### src/rtl/sample_wb_if.sv
// Sample packer bus: transfer control, sample stream and RAM write port.
// master drives stimulus/control, slave is the packer itself.
interface sample_wb_if #(
  parameter int ADDR_W = 12
);
  logic              start;
  logic [ADDR_W-1:0] base_addr;
  logic [ADDR_W-1:0] num_words;
  logic              wide_mode;
  logic              in_valid;
  logic [7:0]        in_data;
  logic              in_ready;
  logic              flush;
  logic              wr_en;
  logic [ADDR_W-1:0] wr_addr;
  logic [63:0]       wr_data;
  logic              busy;
  logic              done;

  modport master (
    output start, base_addr, num_words, wide_mode, in_valid, in_data, flush,
    input  in_ready, wr_en, wr_addr, wr_data, busy, done
  );

  modport slave (
    input  start, base_addr, num_words, wide_mode, in_valid, in_data, flush,
    output in_ready, wr_en, wr_addr, wr_data, busy, done
  );
endinterface

### src/rtl/sample_wb.sv
// Packs 8-bit samples into 64-bit RAM words (8 narrow or 4 wide lanes) and writes them out.
// Optional early partial-word write on flush: define SAMPLE_WB_FLUSH_EN.
module sample_wb #(
  parameter int ADDR_W = 12
) (
  input logic        clk,
  input logic        rstn,
  sample_wb_if.slave bus
);
  typedef enum logic [1:0] {IDLE, FILL, WRITE, FIN} state_t;

  state_t            state, state_nx;
  logic [2:0]        lane_idx;
  logic [ADDR_W-1:0] addr;
  logic [ADDR_W-1:0] words_left;
  logic [ADDR_W-1:0] wr_addr_q;
  logic [63:0]       packed_w;
  logic [63:0]       packed_nx;
  logic [63:0]       wr_data_q;
  logic              wide_q;
  logic              accept;
  logic              last_lane;
  logic              flush_go;
  logic              to_write;

  assign accept    = (state == FILL) && bus.in_valid;
  assign last_lane = wide_q ? (lane_idx == 3'd3) : (lane_idx == 3'd7);

`ifdef SAMPLE_WB_FLUSH_EN
  assign flush_go = (state == FILL) && bus.flush && (lane_idx != 3'd0);
`else
  logic unused_flush;
  assign unused_flush = bus.flush;
  assign flush_go     = 1'b0;
`endif

  assign to_write = (accept && last_lane) || flush_go;

  // Word as it will look once this cycle's sample (if any) lands in its lane
  always_comb begin
    packed_nx = packed_w;
    if (accept) begin
      for (int unsigned i = 0; i < 8; i++)
        if (!wide_q && lane_idx == 3'(i)) packed_nx[8*i +: 8] = bus.in_data;
      for (int unsigned i = 0; i < 4; i++)
        if (wide_q && lane_idx == 3'(i)) packed_nx[16*i +: 16] = {8'h00, bus.in_data};
    end
  end

  always_ff @(posedge clk or negedge rstn) begin
    if (!rstn) state <= IDLE;
    else       state <= state_nx;
  end

  always_comb begin
    state_nx = state;
    unique case (state)
      IDLE:  if (bus.start) state_nx = (bus.num_words != '0) ? FILL : FIN;
      FILL:  if (to_write) state_nx = WRITE;
      WRITE: state_nx = (words_left == ADDR_W'(1)) ? FIN : FILL;
      FIN:   state_nx = IDLE;
      default: state_nx = IDLE;
    endcase
  end

  always_comb begin
    bus.in_ready = (state == FILL);
    bus.wr_en    = (state == WRITE);
    bus.busy     = (state != IDLE);
    bus.done     = (state == FIN);
    bus.wr_addr  = wr_addr_q;
    bus.wr_data  = wr_data_q;
  end

  // Write port registers are loaded on the final acceptance so they stay stable afterwards
  always_ff @(posedge clk or negedge rstn) begin
    if (!rstn) begin
      lane_idx   <= '0;
      addr       <= '0;
      words_left <= '0;
      packed_w   <= '0;
      wide_q     <= 1'b0;
      wr_addr_q  <= '0;
      wr_data_q  <= '0;
    end else begin
      unique case (state)
        IDLE: begin
          if (bus.start) begin
            addr       <= bus.base_addr;
            words_left <= bus.num_words;
            wide_q     <= bus.wide_mode;
            packed_w   <= '0;
            lane_idx   <= '0;
          end
        end
        FILL: begin
          if (accept) begin
            packed_w <= packed_nx;
            lane_idx <= lane_idx + 3'd1;
          end
          if (to_write) begin
            wr_addr_q <= addr;
            wr_data_q <= packed_nx;
          end
        end
        WRITE: begin
          addr       <= addr + ADDR_W'(1);
          words_left <= words_left - ADDR_W'(1);
          packed_w   <= '0;
          lane_idx   <= '0;
        end
        default: ;
      endcase
    end
  end
endmodule

### src/flat_wrapper.sv
// flat-port wrapper written by rule: the top's interface ports become plain ports
module sample_wb_flat 
#(
  parameter int ADDR_W = 12
)
  (clk, rstn, bus_start, bus_base_addr, bus_num_words, bus_wide_mode, bus_in_valid, bus_in_data, bus_flush, bus_in_ready, bus_wr_en, bus_wr_addr, bus_wr_data, bus_busy, bus_done);
  sample_wb_if #(.ADDR_W(ADDR_W)) bus_i ();
  input logic clk;
  input logic rstn;
  input wire logic [$bits(bus_i.start)-1:0] bus_start;
  input wire logic [$bits(bus_i.base_addr)-1:0] bus_base_addr;
  input wire logic [$bits(bus_i.num_words)-1:0] bus_num_words;
  input wire logic [$bits(bus_i.wide_mode)-1:0] bus_wide_mode;
  input wire logic [$bits(bus_i.in_valid)-1:0] bus_in_valid;
  input wire logic [$bits(bus_i.in_data)-1:0] bus_in_data;
  input wire logic [$bits(bus_i.flush)-1:0] bus_flush;
  output wire logic [$bits(bus_i.in_ready)-1:0] bus_in_ready;
  output wire logic [$bits(bus_i.wr_en)-1:0] bus_wr_en;
  output wire logic [$bits(bus_i.wr_addr)-1:0] bus_wr_addr;
  output wire logic [$bits(bus_i.wr_data)-1:0] bus_wr_data;
  output wire logic [$bits(bus_i.busy)-1:0] bus_busy;
  output wire logic [$bits(bus_i.done)-1:0] bus_done;
  assign bus_i.start = bus_start;
  assign bus_i.base_addr = bus_base_addr;
  assign bus_i.num_words = bus_num_words;
  assign bus_i.wide_mode = bus_wide_mode;
  assign bus_i.in_valid = bus_in_valid;
  assign bus_i.in_data = bus_in_data;
  assign bus_i.flush = bus_flush;
  assign bus_in_ready = bus_i.in_ready;
  assign bus_wr_en = bus_i.wr_en;
  assign bus_wr_addr = bus_i.wr_addr;
  assign bus_wr_data = bus_i.wr_data;
  assign bus_busy = bus_i.busy;
  assign bus_done = bus_i.done;
  sample_wb #(.ADDR_W(ADDR_W)) u_core (.clk(clk), .rstn(rstn), .bus(bus_i));
endmodule
### config.mk
export PLATFORM = sky130hd
export DESIGN_NAME = sample_wb_flat
export DESIGN_NICKNAME = d
export VERILOG_FILES = /design/src/rtl/sample_wb_if.sv /design/src/rtl/sample_wb.sv /design/src/flat_wrapper.sv
export SDC_FILE = /design/constraint.sdc
export NUM_CORES = 1
export LEC_CHECK = 0
export BUFFER_PORTS_ARGS = -buffer_cell sky130_fd_sc_hd__buf_2
export CAP_MARGIN = 5
export CORE_ASPECT_RATIO = 1.2
export CORE_MARGIN = 1
export CORE_UTILIZATION = 39
export CTS_BUF_LIST = sky130_fd_sc_hd__clkbuf_4
export CTS_CLUSTER_DIAMETER = 60
export DETAILED_ROUTE_END_ITERATION = 10
export HOLD_SLACK_MARGIN = 0.03
export PLACE_DENSITY = 0.63
export SLEW_MARGIN = 25
export SYNTH_ARGS = -nofsm -noshare
export SYNTH_HDL_FRONTEND = slang
export SYNTH_SLANG_ARGS = --single-unit
### constraint.sdc
create_clock -name clk -period 2.6 [get_ports clk]
set_input_delay 0.26 -clock clk [delete_from_list [all_inputs] [get_ports clk]]
set_output_delay 0.26 -clock clk [all_outputs]
set_load 0.005 [all_outputs]
## Word-level counts from Yosys, hierarchy flattened

Index checks and enable logic that the tools add are counted.

- $add $sub $neg: 3
- Equal/unequal tests: 14
- Mux-type cells: 29
- Reductions and logical operators: 26

Operators with widths:

| operator | count |
|---|---|
| $mux W64 | 3 |
| $pmux W64 S3 | 1 |
| $mux W16 | 4 |
| $mux W8 | 8 |
| $pmux W12 S2 | 2 |
| $mux W12 | 2 |
| $logic_and A1 B1 Y1 | 14 |
| $add A12 B1 Y12 const B | 1 |
| $eq A12 B1 Y1 const B | 1 |
| $eq A3 B3 Y1 const B | 4 |
| $reduce_bool A12 Y1 | 1 |
| $sub A12 B1 Y12 const B | 1 |
| $pmux W3 S3 | 1 |
| $mux W2 | 4 |
| $pmux W2 S4 | 1 |
| $reduce_and A2 Y1 | 4 |
| $eq A3 B2 Y1 const B | 2 |
| $mux W3 | 2 |
| $eq A2 B2 Y1 const B | 2 |
| $ne A2 B1 Y1 const B | 2 |
| $reduce_bool A2 Y1 | 2 |
| $add A3 B1 Y3 const B | 1 |
| $eq A3 B1 Y1 const B | 1 |
| $logic_not A3 Y1 | 1 |
| other kinds (7) | 7 |

- Flip-flop bits (word level): 170
- Input port bits: 38
- Output and inout port bits: 80
- Word-level logic and storage cells: 80

## Longest topological paths before layout

- Depth after elaboration: 7
- Gate-level depth with buffers: 9
- Gate-level depth less buffers: 6

## Worst setup path before layout

OpenSTA, ideal clock, no wires.

- Path kind: reg-to-reg
- Start point: register u_core.lane_idx[2]
- End point: register u_core.wr_addr_q[10], in the netlist u_core.bus.wr_addr[10]
- Library setup time: 0.125 ns
- Arrival: 1.810 ns
- Data required time: 2.475 ns
- Setup slack: 0.665 ns
- Cell stages (with the launch flop): 8
- Buffers on the path: 2
- Clock period less this slack: 1.935 ns
- Path through: dfrtp_1 buf_2 inv_1 ha_1 mux2_2 nand2_1 buf_2 mux2_2

- Longest elaborated chain between the ends: 4
- Elaborated cells on any way between the ends: 5
- Those cells by class: eq/ne (2); mux (1); reduce/logical (2)

RTL lines:

| item | line | RTL |
|---|---|---|
| start, declared | sample_wb.sv:13 | `logic [2:0] lane_idx;` |
| start signal, assigned | sample_wb.sv:99 | `lane_idx <= lane_idx + 3'd1;` |
| $eq A3 B3 Y1 or $eq A3 B2 Y1 (tied branches) | sample_wb.sv:27 | `assign last_lane = wide_q ? (lane_idx == 3'd3) : (lane_idx == 3'd7);` |
| $mux W1 (*) | sample_wb.sv:27 |  |
| $logic_and A1 B1 Y1 (*) | sample_wb.sv:37 | `assign to_write = (accept && last_lane) \|\| flush_go;` |
| $reduce_and A2 Y1 (no source line) (*) | - |  |
| end signal, assigned | sample_wb.sv:102 | `wr_addr_q <= addr;` |
| end, declared | sample_wb.sv:16 | `logic [ADDR_W-1:0] wr_addr_q;` |

Mark *: on every way between the ends. The rest lies on a longest branch, timed or not.
A chain may end at the register's enable or synchronous reset.

## Worst setup path after layout

- Start point: register u_core.state[0]
- End point: output bus_wr_en

- Longest elaborated chain between the ends: 1

RTL lines:

| item | line | RTL |
|---|---|---|
| start, declared | sample_wb.sv:12 | `state_t state, state_nx;` |
| start signal, assigned | sample_wb.sv:52 | `else state <= state_nx;` |
| $eq A2 B2 Y1 | sample_wb.sv:68 | `bus.wr_en = (state == WRITE);` |
| end, declared | flat_wrapper.sv:18 | `output wire logic [$bits(bus_i.wr_en)-1:0] bus_wr_en;` |

Every way passes these cells.

==> metrics.md <==
| Metric | Value |
|---|---|
| GRT Total Usage | `0.1932` |
| Post-detailed-route DRC marker count | `0` |
| Critical Path Stages | `4` |
| Top cell type's share of synthesized area | `0.5444` |
| Drt total wl | `17.82 mm` |
| Post-synth ARST share | `1.000` |
| Crit path arrival time | `1950 ps` |
| Antenna Nets Post-Route | `0` |
| R2R Setup Slk | `510 ps` |
| CP Launch Type | `flop` |
| Final Hold Viols | `0` |
| Vias in the first global route | `5550` |
| Global route overflow | `0` |
| Worst Reg-to-Reg Cells | `6` |
| Top post-synthesis cells by area | `dfrtp_1, mux2i_1, a22o_1, o21ai_0, nand2_1` |
| Vias per cell | `5.271` |
| Syn_nets | `725` |
| Gate Count Post-Synth | `678` |
| Root buffer selected by CTS | `clkbuf_4` |
| Static leakage | `4.083 nW` |
| Slew Viols, Final | `0` |
| Worst-path maximum fanout | `19` |
| Initial antenna violation count | `1` |
| Fin nets | `853` |
| CP required | `2340 ps` |
| Area growth from synthesis to layout | `18.09%` |
| Worst-path cell chain | `buf_4 > nand2b_1 > clkinv_1 > buf_2` |
| Die X-Extent | `128.1 µm` |
| Ys Warns | `0` |
| Clock slew at reported path FFs | `140 ps` |
| FMAX | `453.2 MHz` |
| Std cell rows | `55` |
| Slowest-stage cell, CP | `dfrtp_1` |
| Fill count | `1790` |
| Mapped Area | `7447 µm²` |
| Min cycle time layout | `2207 ps` |
| Total CTS buffers | `17` |
| TritonRoute pass-1 iters | `5` |
| Power per cell area | `970.5 nW/µm²` |
| Critical path class | `flop to output port` |
| Postcts setup bufs | `0` |
| Core area | `18790 µm²` |
| IO Pins | `118` |
| IO Port Bufs | `116` |
| RD Place Congestion | `0.8696` |
| Peak supply drop | `0.0004155 V` |
| Vias | `5672` |
| CP bufs+invs | `3` |
| Skew final | `27.18 ps` |
| Maxcap violations | `0` |
| HP Class | `input port to flop` |
| Worst-Skew Late Latency | `560 ps` |
| Starting DRT DRC Count | `387` |
| Hold_buf cts | `17` |
| Crit end category | `output port` |
| Library cells used by synthesis | `59` |
| CTS tree | `built` |
| Number of synthesized flops with an enable pin | `0` |
| Outcome | `finished clean` |
| Seq/Total Area, Yosys | `0.5444` |
| Layout Utilization | `0.4681` |
| Yosys top cell by area | `dfrtp_1` |
| Mean Syn Cell Area | `10.98 µm²` |
| Starting Density | `0.3964` |
| Post-DP HPWL | `11.93 mm` |
| Die Area | `19650 µm²` |
| First-pass GRT wire length | `29.57 mm` |
| CTS Buffer Depth | `2` |
| Largest net degree at the start of global routing | `61` |
| Dominant synthesized flop cell | `dfrtp_1` |
| Worst Hold Path Cells | `3` |
| CP top delay family | `buffers and inverters` |
| Slowest stage delay, CP | `470 ps` |
| Worst-margin pin slew | `686.2 ps` |
| Final setup TNS | `0 ps` |
| Count of state elements after synthesis | `162` |
| CTS resizes | `0` |
| Htree depth | `4` |
| Setup violators final | `0` |
| RSZ-0062 raised after global routing | `no` |
| Slew HR | `0.5390` |
| CTS Sinks | `162` |
| Layout cells sized above 1 | `0.2393` |
| Die Y-Extent | `153.4 µm` |
| Final period util | `0.8487` |
| Wire per inst | `16.56 µm` |
==> per-layer routing <==
| metal | global-route usage | share of wire | up-vias |
|---|---|---|---|
| met2 | 0.3126 | 0.48 | 157 |
| met3 | 0.04130 | 0.045 | 13 |
| li1 | - | - | 2725 |
| met5 | 0 | 0 | - |
| met4 | 0.05490 | 0.0072 | 0 |
| met1 | 0.2600 | 0.47 | 2777 |
==> state kept, by name, indices dropped and copies added, names as in the netlist <==
signal and cells:
u_core.lane_idx 3, u_core.words_left 12, u_core.wide_q 1, u_core.bus.wr_data 64
u_core.state 2, u_core.packed_w 56, u_core.addr 12, u_core.bus.wr_addr 12
==> path summary, 6_finish.rpt <==
path                                             start                endpoint
max in group asynchronous                         rstn      u_core.lane_idx[0]
worst min register to register  u_core.bus.wr_data[30]  u_core.bus.wr_data[30]
worst max register to register      u_core.lane_idx[0]  u_core.bus.wr_data[38]
worst min-delay path                  bus_num_words[9]    u_core.words_left[9]
worst max-delay path                   u_core.state[0]               bus_wr_en
min in group asynchronous                         rstn  u_core.bus.wr_data[36]
==> kinds of logic (layout without fill, tap and decap cells) <==
logic type      count (synthesis)  after routing  synth area share
compound gates                204            204            0.1885
simple gates                  176            176            0.1184
flops                         162            162            0.5444
mux                            69             69           0.09476
buf+inv                        57            198           0.03764
fa+ha+maj                       9              9           0.01512
xor+xnor                        1              1          0.001176
other cells                     0              1                 0
==> Yosys cell counts (2+ instances only) <==
| cell type | count |
|---|---|
| mux2i_1 | 57 |
| buf_1 | 2 |
| nor2b_1 | 11 |
| nand2_1 | 87 |
| nor4b_1 | 3 |
| nor3b_1 | 3 |
| nand3_1 | 13 |
| inv_1 | 10 |
| o32a_1 | 2 |
| dfrtp_1 | 162 |
| nor4_1 | 4 |
| o22a_1 | 9 |
| o211ai_1 | 5 |
| a22o_1 | 56 |
| buf_6 | 4 |
| nand4_1 | 4 |
| a31o_2 | 4 |
| mux2_2 | 12 |
| and2_1 | 4 |
| a211oi_1 | 3 |
| ha_1 | 9 |
| nor3_4 | 3 |
| nor2_1 | 20 |
| a21oi_1 | 22 |
| a21oi_4 | 2 |
| clkbuf_1 | 21 |
| o21ai_0 | 70 |
| a311oi_1 | 2 |
| o21ai_1 | 6 |
| buf_2 | 14 |
| nor3_1 | 5 |
| o311ai_0 | 2 |
| nand3b_1 | 3 |
| buf_4 | 5 |
| a221o_1 | 2 |
| nand2b_1 | 4 |
| a31oi_1 | 7 |
| and3_1 | 5 |
==> final cells by class <==
type	instances	area [µm²]	share of cell area
flip-flops and latches	162	4054	0.4609
clock inverters	14	173.9	0.01978
inverters	11	41.29	0.004695
repair buffers	155	947.2	0.1077
multi-input cells	459	3120	0.3548
diodes	1	2.502	0.0002845
clock buffers	18	135.1	0.01536
well taps	256	320.3	0.03642
==> through the flow <==
stage                     std cells  setup slack (ps)  hold slack [ps]  power (W)  area [µm²]
after floorplan                 678             665.4           -35.59   0.005857        7447
after global placement         1026             529.6            261.0   0.006882        8313
after detailed placement       1026             472.1            259.7   0.006949        8313
after CTS                      1075             357.7            49.55   0.008620        8792
after global routing           1076             216.2            92.11   0.009211        8795
final                          1076             393.5            85.58   0.008535        8795
==> cell usage in the layout (no fill, tap or decap), types with 5 or more instances in the layout <==
cell           count
nand2_1           86
o22a_1             9
a31oi_1            7
a22o_1            56
o21ai_1            6
ha_1               9
buf_2            115
buf_4             20
inv_1             10
clkbuf_4          18
nor3_1             5
a21oi_1           22
o21ai_0           70
dfrtp_1          162
mux2_2            12
o211ai_1           5
mux2i_1           57
inv_6              6
nor2_1            20
dlygate4sd3_1     17
nand3_1           13
nor2b_1           11
and3_1             5
==> power breakdown <==
part	switching (W)	internal, W	leakage (nW)
Sequential	0.000643	0.00338	2.11
Combinational	0.00151	0.00136	1.82
Clock	0.000948	0.000691	0.158
==> worst min-delay path: cells and delay by family <==
kind	cells	cell delay, ps
and+or+nand+nor	1	60
AOI/OAI and AO/OA	1	180
buffers and inverters	1	90
Note: power is estimated with default switching activity, not from simulation.
